--- config.mk ---
export PLATFORM = sky130hd
export DESIGN_NAME = deserializer_flat
export DESIGN_NICKNAME = d
export VERILOG_FILES = /design/src/rtl/deserializer_if.sv /design/src/rtl/deserializer.sv /design/src/flat_wrapper.sv
export SDC_FILE = /design/constraint.sdc
export NUM_CORES = 1
export LEC_CHECK = 0
export CELL_PAD_IN_SITES_DETAIL_PLACEMENT = 1
export CELL_PAD_IN_SITES_GLOBAL_PLACEMENT = 1
export CORE_ASPECT_RATIO = 0.6
export CORE_MARGIN = 4
export CORE_UTILIZATION = 43
export DETAILED_ROUTE_END_ITERATION = 8
export GPL_TIMING_DRIVEN = 0
export PLACE_DENSITY_LB_ADDON = 0.1
export SYNTH_ARGS = -nofsm -noshare
export SYNTH_HDL_FRONTEND = slang
export SYNTH_SLANG_ARGS = --single-unit
--- constraint.sdc ---
create_clock -name clk -period 1.9 [get_ports clk]
set_input_delay 0.38 -clock clk [delete_from_list [all_inputs] [get_ports clk]]
set_output_delay 0.38 -clock clk [all_outputs]
set_load 0.03 [all_outputs]
--- src/rtl/deserializer_if.sv ---
// Serial-in / parallel-out bus of the link deserializer.
// The master modport is the deserializer; the slave modport is the stream source and word consumer.
interface deserializer_if #(
    parameter int REG_SIZE = 32
);
    logic                      data_in;
    logic                      shift_en;
    logic [REG_SIZE-1:0]       data_out;
    logic                      data_valid;
    logic                      data_ready;
    logic                      frame_done;
    logic                      overrun;
    logic [$clog2(REG_SIZE):0] bit_cnt;

    modport master (
        input  data_in, shift_en, data_ready,
        output data_out, data_valid, frame_done, overrun, bit_cnt
    );

    modport slave (
        output data_in, shift_en, data_ready,
        input  data_out, data_valid, frame_done, overrun, bit_cnt
    );
endinterface

--- src/rtl/deserializer.sv ---
// Serial-to-parallel receiver with a double-buffered output word.
// It drops new words and raises a sticky overrun when the consumer stalls.
module deserializer #(
    parameter int REG_SIZE  = 32,
    parameter bit MSB_FIRST = 1'b1
) (
    input  logic           clk,
    input  logic           reset,
    input  logic           clear,
    deserializer_if.master bus
);
    localparam int CW = $clog2(REG_SIZE) + 1;

    typedef enum logic {EMPTY, HOLD} state_t;

    state_t              state, state_nxt;
    logic [REG_SIZE-1:0] sreg, shifted;
    logic [CW-1:0]       bit_cnt;
    logic                complete;
    logic                load, drop;

    generate
        if (MSB_FIRST) begin : g_msb
            assign shifted = {sreg[REG_SIZE-2:0], bus.data_in};
        end else begin : g_lsb
            assign shifted = {bus.data_in, sreg[REG_SIZE-1:1]};
        end
    endgenerate

    // The last bit of a word is folded in through the shifted value, not through sreg.
    assign complete = bus.shift_en && (bit_cnt == CW'(REG_SIZE - 1));

    always_comb begin
        state_nxt = state;
        load      = 1'b0;
        drop      = 1'b0;
        case (state)
            EMPTY: begin
                if (complete) begin
                    load      = 1'b1;
                    state_nxt = HOLD;
                end
            end
            HOLD: begin
                if (complete) begin
                    if (bus.data_ready) load = 1'b1;
                    else                drop = 1'b1;
                end else if (bus.data_ready) begin
                    state_nxt = EMPTY;
                end
            end
            default: state_nxt = EMPTY;
        endcase
    end

    always_ff @(posedge clk or negedge reset) begin
        if (!reset)     state <= EMPTY;
        else if (clear) state <= EMPTY;
        else            state <= state_nxt;
    end

    always_ff @(posedge clk or negedge reset) begin
        if (!reset) begin
            sreg         <= '0;
            bit_cnt      <= '0;
            bus.data_out <= '0;
            bus.frame_done <= 1'b0;
            bus.overrun  <= 1'b0;
        end else if (clear) begin
            // The held word stays visible; only the valid flag drops.
            sreg         <= '0;
            bit_cnt      <= '0;
            bus.frame_done <= 1'b0;
            bus.overrun  <= 1'b0;
        end else begin
            if (bus.shift_en) begin
                sreg    <= shifted;
                bit_cnt <= complete ? '0 : bit_cnt + 1'b1;
            end
            if (load) bus.data_out <= shifted;
            if (drop) bus.overrun  <= 1'b1;
            bus.frame_done <= complete;
        end
    end

    assign bus.data_valid = (state == HOLD);
    assign bus.bit_cnt    = bit_cnt;
endmodule

--- src/flat_wrapper.sv ---
// flat-port wrapper written by rule: the top's interface ports become plain ports
module deserializer_flat 
#(
    parameter int REG_SIZE  = 32,
    parameter bit MSB_FIRST = 1'b1
)
  (clk, reset, clear, bus_data_in, bus_shift_en, bus_data_ready, bus_data_out, bus_data_valid, bus_frame_done, bus_overrun, bus_bit_cnt);
  deserializer_if #(.REG_SIZE(REG_SIZE)) bus_i ();
  input  logic clk;
  input  logic reset;
  input  logic clear;
  input wire logic [$bits(bus_i.data_in)-1:0] bus_data_in;
  input wire logic [$bits(bus_i.shift_en)-1:0] bus_shift_en;
  input wire logic [$bits(bus_i.data_ready)-1:0] bus_data_ready;
  output wire logic [$bits(bus_i.data_out)-1:0] bus_data_out;
  output wire logic [$bits(bus_i.data_valid)-1:0] bus_data_valid;
  output wire logic [$bits(bus_i.frame_done)-1:0] bus_frame_done;
  output wire logic [$bits(bus_i.overrun)-1:0] bus_overrun;
  output wire logic [$bits(bus_i.bit_cnt)-1:0] bus_bit_cnt;
  assign bus_i.data_in = bus_data_in;
  assign bus_i.shift_en = bus_shift_en;
  assign bus_i.data_ready = bus_data_ready;
  assign bus_data_out = bus_i.data_out;
  assign bus_data_valid = bus_i.data_valid;
  assign bus_frame_done = bus_i.frame_done;
  assign bus_overrun = bus_i.overrun;
  assign bus_bit_cnt = bus_i.bit_cnt;
  deserializer #(.REG_SIZE(REG_SIZE), .MSB_FIRST(MSB_FIRST)) u_core (.clk(clk), .reset(reset), .clear(clear), .bus(bus_i));
endmodule
Word level (Yosys, flattened, before mapping)
Index checks and enable logic that the tools add are counted.
{ "totals": {"out_inout_bits": 41, "wordCells": 32, "regBits": 72, "in_bits": 6} }
{ "classes": {"addsub": 1, "reduce_logical": 4, "n_eq_ne": 1, "bitwise": 2, "n_mux": 18} }
{ "ops": {"columns": ["cell", "count"], "rows": [
  ["2-to-1 mux 31 bit", 2],
  ["2-to-1 mux 6 bit", 3],
  ["2-to-1 mux 1 bit", 11],
  ["adder 6 x 1 -> 6 bit (second input constant)", 1],
  ["equality test 6 x 5 -> 1 bit (second input constant)", 1],
  ["case mux 1 bit (2 select lines)", 2],
  ["nonzero test 2 bit", 2],
  ["inverter 1 bit", 2],
  ["AND reduction 2 bit", 1],
  ["logical AND 1 bit", 1]
]} }

Depth between registers and ports, before layout
Gate-level depths: netlist of run 1.
{ "logic_depth": {"ltp_word": 6, "ltp_mapped": 5, "depth_no_buf": 4} }

Least setup slack after synthesis of run 1
Ideal clock, no wire load.
{ "synth_timing": {"kind": "reg2reg", "from": "register u_core.bit_cnt[0], in the netlist u_core.bus.bit_cnt[0]", "to": "register u_core.bus.data_out[10]", "period_less_slack_ns": 1.993, "path_stages_with_launch": 6, "n_path_buf": 1, "required_ns": 1.775, "t_arrival_ns": 1.868, "setup_slack_ns": -0.093, "setup_ns": 0.125, "cell_sequence": "dfrtp_1 ha_1 nand3_4 nor4b_4 buf_6 mux2_2"} }
{ "synth_via": {"elab_chain_len": 5, "elab_cells_between_ends": 6, "cone_classes": "1 x eq/ne; 3 x mux; 2 x reduce/logical"} }
{ "synth_rtl": {"columns": ["element", "line", "source"], "rows": [
  ["start: declaration", "deserializer.sv:18", "logic [CW-1:0] bit_cnt;"],
  ["start signal: assignment", "deserializer.sv:78", "bit_cnt <= complete ? '0 : bit_cnt + 1'b1;"],
  ["equality test 6 x 5 -> 1 bit (*)", "deserializer.sv:31", "assign complete = bus.shift_en && (bit_cnt == CW'(REG_SIZE - 1));"],
  ["logical AND 1 bit (*)", "deserializer.sv:31", null],
  ["2-to-1 mux 1 bit (on tied branches)", "deserializer.sv:45, deserializer.sv:39", null],
  ["case mux 1 bit (2 select lines) (*)", "deserializer.sv:37", "case (state)"],
  ["AND reduction 2 bit (no line) (*)", null, null],
  ["end signal: assignment", "deserializer.sv:80", "if (load) bus.data_out <= shifted;"],
  ["end: declaration", "deserializer_if.sv:17", "output data_out, data_valid, frame_done, overrun, bit_cnt"]
]} }
Every way passes the cells marked *; elsewhere a longest branch is shown, timed or not.
A chain may end at the register's enable or synchronous reset.

Worst setup path in the final report of run 1
{ "layout_timing": {"from": "register u_core.bit_cnt[1], in the netlist u_core.bus.bit_cnt[1]", "to": "output bus_bit_cnt[1]"} }
{ "layout_lines": {"columns": ["element", "line", "source"], "rows": [
  ["end: declaration", "flat_wrapper.sv:19", "output wire logic [$bits(bus_i.bit_cnt)-1:0] bus_bit_cnt;"]
]} }
No word-level cell between the ends.

==> metrics, run 1 <==
multi-input logic area=~1000 sq um; Final Setup Violations=0; worst skew pair latency=0.33 ns; GRT Overall Usage=0.167; worst-path maximum fanout=4; Clock Skews=0.00445 ns; Buf/Inv on CP=1; Synth Area in XOR/XNOR=0.0122; R2R Path Start=u_core.bus.bit_cnt[5]; post-synthesis mux area share=0.237; type of origin of the critical path=flip-flop; clock power share=0.418; Req. time, crit path=~1.5 ns; sequential power share=0.536; Max VDD drop=approximately 0.37 mV; DIE HEIGHT=between 70 and 80 microns; Boundary Pins=47; vias in the first global route=slightly above 2000; core region area=around 6300 sq um; WL final=6.12 mm; critical path type=reg2out; largest net degree at the start of global routing=65; fin crit period=between 1.5 and 2 ns; post-synthesis register bit count=72; r2r worst-path depth=5; CTS Buffer Depth=2; Synth cell types=24; Cell Area, Synth=2870 sq um; Placed Instance Area=3440 sq um; Hold Crit Class=in2async; gpl congestion=0.733; synthesized instance count=206; largest family of logic cells by synthesized area=multiplexers; Layout Nets=between 200 and 300; post-route DRC violation count=0; layout cell share with drive strength beyond 1=0.233; H-tree depth=3; Worst EP arrival=approximately 1.4 ns; RSZ-0062 raised after global routing=false; DIE AREA=roughly 8000 sq um; CP endpoint kind=output port; Rel. slew slack=0.681; FMAX=about 550 MHz; Setup WS post-layout=between 0.09 and 0.1 ns; compound-gate portion of the synthesized area=0.00871; sw frac=0.217; initial core utilization=0.456; Sink Count=72; crit path cell chain=clkdlybuf4s50_1; ANT cells=0; pre-CTS setup slack=-0.233 ns; Max stage delay on crit path=0.68 ns; Crit path max-delay family=buffers and inverters; Int Power=2.26 mW; CP Capture Point=bus_bit_cnt[1]; Net Count, Synth=213; initial antenna violation count=0; Iteration-0 DRC Markers=between 50 and 60; max cap viols=0; Rows=22; Layout area overhead=28.4%; CTS Buf Count=9; fillers=640; Port Buffer Count=between 40 and 50; status=completed; Avg Cell Area, Syn=13.9 sq um; design area=3690 sq um; synth warn=0; Gate power share=0.046; clk slew on worst S/H paths=0.07 ns; die width=~110 microns; routed len/inst=17.3 microns; first-pass GRT wire length=between 10 and 15 mm; Critical path origin=u_core.bus.bit_cnt[1]; Final Power=2.89 mW; Final Slew Violations=0; fin cells=354; Critical Path Stages=1; switching power=0.629 mW; Clk Tree Root Cell=clkbuf_8; DRT Pass-1 Iters=4; Register-to-Register Setup Slack=0.10 ns; Leakage=1.83 nW; hold slack=0.422 ns; placed insts=335; final hold vios=0; vias=1767; pwr/cell area=784 nW/um^2; register area share after synthesis=0.627; GRT overflow=0; Final HPWL DP=4.23 mm; Detail Route Antenna Nets=0; Simple-Gate Fraction of Synth Area=0.0841; R2R Path End=u_core.bus.data_out[4]; vias per cell=4.99; critical path's slowest cell=clkdlybuf4s50_1; post-route clock period utilization=0.952; CTS tree=done; worst slew pin tran=0.479 ns; Register Area=1800 sq um; post-synthesis adder-cell area fraction=0.00436
==> registers in the layout, indices dropped and copies added (netlist names) <==
signal and count:
u_core.sreg 31, u_core.bus.frame_done 1, u_core.bus.data_valid 1, u_core.bus.bit_cnt 6
u_core.bus.overrun 1, u_core.bus.data_out 32
==> stage by stage <==
stage | TNS, ns | utilization
global placement | -154.01 | 0.542
CTS | 0 | 0.582
global route | 0 | 0.585
finish | 0 | 0.585
detailed placement | -6.53 | 0.546
floorplan | 0 | -
==> cell usage after synthesis, drive strengths merged <==
cell type   n  area, sq um
dfrtp      72         1800
nor2       36          135
mux2       32          360
mux2i      32          320
buf         7         56.3
clkbuf      5         18.8
nor3        3         15.0
xor2        3         26.3
a21oi       2         10.0
nand2       2         7.51
nand4       2         12.5
ha          1         12.5
nand2b      1         6.26
nand3       1         17.5
nand3b      1         7.51
nor4b       1         23.8
o21ai       1         5.00
o21ba       1         10.0
or2         1         6.26
or4b        1         10.0
xnor2       1         8.76
==> final cells by class <==
type	instances	share of cell area
buffer	12	0.0204
clock buffer	13	0.0431
clock inverter	3	0.0109
multi-input combinational	122	0.273
sequential	72	0.489
tap	84	0.0285
timing repair buffer	48	0.135
==> power groups by stage <==
stage	combinational (mW)	clock (mW)	sequential (mW)
floorplan	0.0567	0	1.58
global placement	0.125	0	1.58
detailed placement	0.132	0	1.58
CTS	0.134	1.25	1.55
global route	0.147	1.33	1.55
finish	0.132	1.21	1.55
==> layout by cell type (no fill, tap or decap), types with 2 or more instances in the layout <==
cell type / synthesis / layout
a21oi_1: 2 / 2
nand2_1: 2 / 2
buf_6: 3 / 3
mux2_1: 2 / 2
clkbuf_8: 0 / 11
buf_4: 1 / 4
dlymetal6s2s_1: 0 / 3
nand4_1: 2 / 2
dfrtp_2: 0 / 2
mux2_2: 30 / 30
nor3_1: 3 / 3
clkbuf_1: 5 / 7
dfrtp_1: 72 / 70
mux2i_1: 32 / 32
buf_2: 3 / 3
xor2_1: 3 / 3
clkdlybuf4s50_1: 0 / 39
clkinv_2: 0 / 2
nor2_1: 36 / 36
==> per-layer routing <==
layer	GRT usage	wire [microns]	vias to the layer above
met5	0	0	-
met4	0.0600	67	0
met3	0.0481	224	7
met2	0.263	2930	28
met1	0.221	2900	914
li1	-	-	818
==> timing repair <==
action | in CTS | in global routing
endpoints found under the hold margin | 8 | 0
gates cloned | 0 | 0
resized for setup | 1 | 5
pin swaps | 1 | 0
setup endpoints to repair | 31 | 32
buffers inserted | 2 | 0
hold buffers | 1 | 0
==> how the worst min path moves through the flow <==
stage                             from                       to  slack (ns)  depth (start not counted)
3_5_place_dp                     reset   u_core.bus.data_out[1]        0.22                          1
3_3_place_gp   u_core.bus.data_out[12]  u_core.bus.data_out[12]        0.47                          1
2_1_floorplan                    reset    u_core.bus.bit_cnt[0]        0.08                          0
5_1_grt                          reset   u_core.bus.data_out[1]        0.40                          2
4_1_cts                          reset   u_core.bus.data_out[1]        0.41                          2
6_report                         reset   u_core.bus.data_out[1]        0.42                          2
==> kinds of logic (layout without fill, tap and decap cells) <==
kind of cell             after synthesis  count (layout)
AO/OA/AOI/OAI                          4               4
adder cells (fa/ha/maj)                1               1
multiplexers                          64              64
buffers and inverters                 12              76
XOR/XNOR                               4               4
AND/OR/NAND/NOR                       49              49
flip-flops                            72              72
Power figures use the tool's default switching activity.
==> run 2, diff against run 1 <==
- SKIP_LAST_GASP: unset -> 1
- SLEW_MARGIN: unset -> 15
==> run 2 against run 1 <==
  * Critical endpoint is now bus_bit_cnt[0]
  * Critical path type unchanged
  * Total power is 1.5% lower
  * Largest power group unchanged
  * Cell area is 0.68% lower
  * Sequential power hardly changed
==> metrics, run 2 (same netlist as run 1, synthesis figures left out) <==
Register-to-Register Setup Slack=0.09 ns (was 0.10 ns); GRT Overall Usage=0.170 (was 0.167); pre-CTS setup slack=-0.252 ns (was -0.233 ns); core region area=6300 sq um (unchanged); CP endpoint kind=output port (unchanged); critical path type=reg2out (unchanged); initial core utilization=0.456 (unchanged); Leakage=1.81 nW (was 1.83 nW); DRT Pass-1 Iters=4 (unchanged); worst-path maximum fanout=4 (unchanged); Crit path max-delay family=buffers and inverters (unchanged); first-pass GRT wire length=10.6 mm (was 10.5 mm); Clock Skews=0.00781 ns (was 0.00445 ns); ANT cells=0 (unchanged); hold slack=0.0192 ns (was 0.422 ns); most frequent cells in the layout=dfrtp_1 (70), clkdlybuf4s50_1 (40), nor2_1 (36) (was dfrtp_1 (70), clkdlybuf4s50_1 (39), nor2_1 (36)); FMAX=541 MHz (was 553 MHz); type of origin of the critical path=flip-flop (unchanged); WL final=6.22 mm (was 6.12 mm); CTS Buffer Depth=2 (unchanged); post-route DRC violation count=0 (unchanged); initial antenna violation count=0 (unchanged); Worst EP arrival=1.47 ns (was 1.43 ns); vias per cell=4.93 (was 4.99); worst skew pair latency=0.33 ns (about the same); worst slew pin tran=0.535 ns (was 0.479 ns); pwr/cell area=778 nW/um^2 (was 784 nW/um^2); most common cell after layout, fill and taps aside=dfrtp_1 (unchanged); crit path cell chain=clkdlybuf4s50_1 (unchanged); gpl congestion=0.733 (unchanged); max cap viols=0 (unchanged); Boundary Pins=47 (unchanged); Sink Count=72 (unchanged); hold buffer count at cts=0 (was 1); Final Slew Violations=0 (unchanged); GRT overflow=0 (unchanged); vias in the first global route=2005 (was 2019); Rel. slew slack=0.643 (was 0.681); design area=3660 sq um (was 3690 sq um); vias=1742 (was 1767); CTS tree=done (unchanged); Final HPWL DP=4.33 mm (was 4.23 mm); Max VDD drop=0.416 mV (was 0.369 mV); Rows=22 (unchanged); post-route clock period utilization=0.972 (was 0.952); top flop regs=u_core.bus.data_out (32), u_core.sreg (31), u_core.bus.bit_cnt (6) (unchanged); Detail Route Antenna Nets=0 (unchanged); Setup WS post-layout=0.0528 ns (was 0.0911 ns); routed len/inst=17.6 microns (was 17.3 microns); Req. time, crit path=1.52 ns (about the same); clk slew on worst S/H paths=0.07 ns (about the same); Iteration-0 DRC Markers=54 (was 52); RSZ-0062 raised after global routing=true (was false); die width=114 microns (unchanged); Layout Nets=272 (unchanged); CTS Buf Count=9 (unchanged); status=completed (unchanged); Placed Instance Area=3440 sq um (about the same); Hold Crit Class=in2async (unchanged); fin crit period=1.85 ns (was 1.81 ns); Layout area overhead=27.5% (was 28.4%); DIE HEIGHT=71.3 microns (unchanged); setup TNS=0 ns (unchanged); Biggest register=u_core.bus.data_out (unchanged); final hold vios=0 (unchanged); DIE AREA=8090 sq um (unchanged); Max stage delay on crit path=0.69 ns (was 0.68 ns); max FFs per register=32 (unchanged); critical path's slowest cell=clkdlybuf4s50_1 (unchanged); Port Buffer Count=44 (unchanged); Final Power=2.85 mW (was 2.89 mW); largest net degree at the start of global routing=42 (was 65); Clk Tree Root Cell=clkbuf_8 (unchanged); Final Setup Violations=0 (unchanged); layout cell share with drive strength beyond 1=0.238 (was 0.233); H-tree depth=3 (unchanged); Buf/Inv on CP=1 (unchanged)
## run 2: cell count changes in the layout (fill, tap and decap cells not counted)
cell,delta
buf_12,+1
buf_16,-1
buf_4,+1
clkbuf_1,-1
clkbuf_8,-1
clkdlybuf4s50_1,+1
clkinv_2,+1
dlygate4sd3_1,-1
dlymetal6s2s_1,-1
## run 2: timing repair
| item | 4_1_cts | 5_1_grt |
|---|---|---|
| resized for setup | 1 | 4 |
| setup endpoints to repair | 31 | 32 |
| pin swaps | 1 | 0 |
| setup buffers | 3 | 0 |
## run 2: power breakdown
| group | internal (mW) | switching, mW | total [mW] |
|---|---|---|---|
| Clock | 0.629 | 0.540 | 1.17 |
| Sequential | 1.54 | 0.0113 | 1.55 |
| Combinational | 0.0447 | 0.0837 | 0.128 |
## run 2: path summary, 6_finish.rpt
| check | to | start | depth (start not counted) |
|---|---|---|---|
| max in group asynchronous | u_core.bus.bit_cnt[0] | reset | 2 |
| worst min register to register | u_core.bus.data_out[12] | u_core.bus.data_out[12] | 1 |
| worst max-delay path | bus_bit_cnt[0] | u_core.bus.bit_cnt[0] | 1 |
| worst max register to register | u_core.bus.data_out[15] | u_core.bus.bit_cnt[5] | 5 |
| min in group clk | u_core.bus.bit_cnt[0] | bus_shift_en | 3 |
| worst min-delay path | u_core.bus.data_out[0] | reset | 1 |
## run 2: area by class of cell
cell class | count | area [sq um]
multi-input cells | 122 | 1010
clock inverters | 4 | 45.0
repair buffers | 48 | 484
plain buffers | 12 | 75.1
flip-flops and latches | 72 | 1800
clock buffers | 11 | 141
well taps | 84 | 105
fillers | 639 | 2640
## run 2: through the flow
| step | instances | util |
|---|---|---|
| 6_report | 353 | 0.581 |
| 5_1_grt | 353 | 0.581 |
| 4_1_cts | 353 | 0.578 |
| 3_5_place_dp | 335 | 0.545 |
| 3_3_place_gp | 334 | 0.542 |
| 2_1_floorplan | 206 | - |
## run 2: layer usage
| layer | global-route usage | share of wire |
|---|---|---|
| met5 | 0 | 0 |
| met2 | 0.273 | 0.49 |
| met3 | 0.0641 | 0.033 |
| met4 | 0.0360 | 0.0084 |
| met1 | 0.222 | 0.47 |
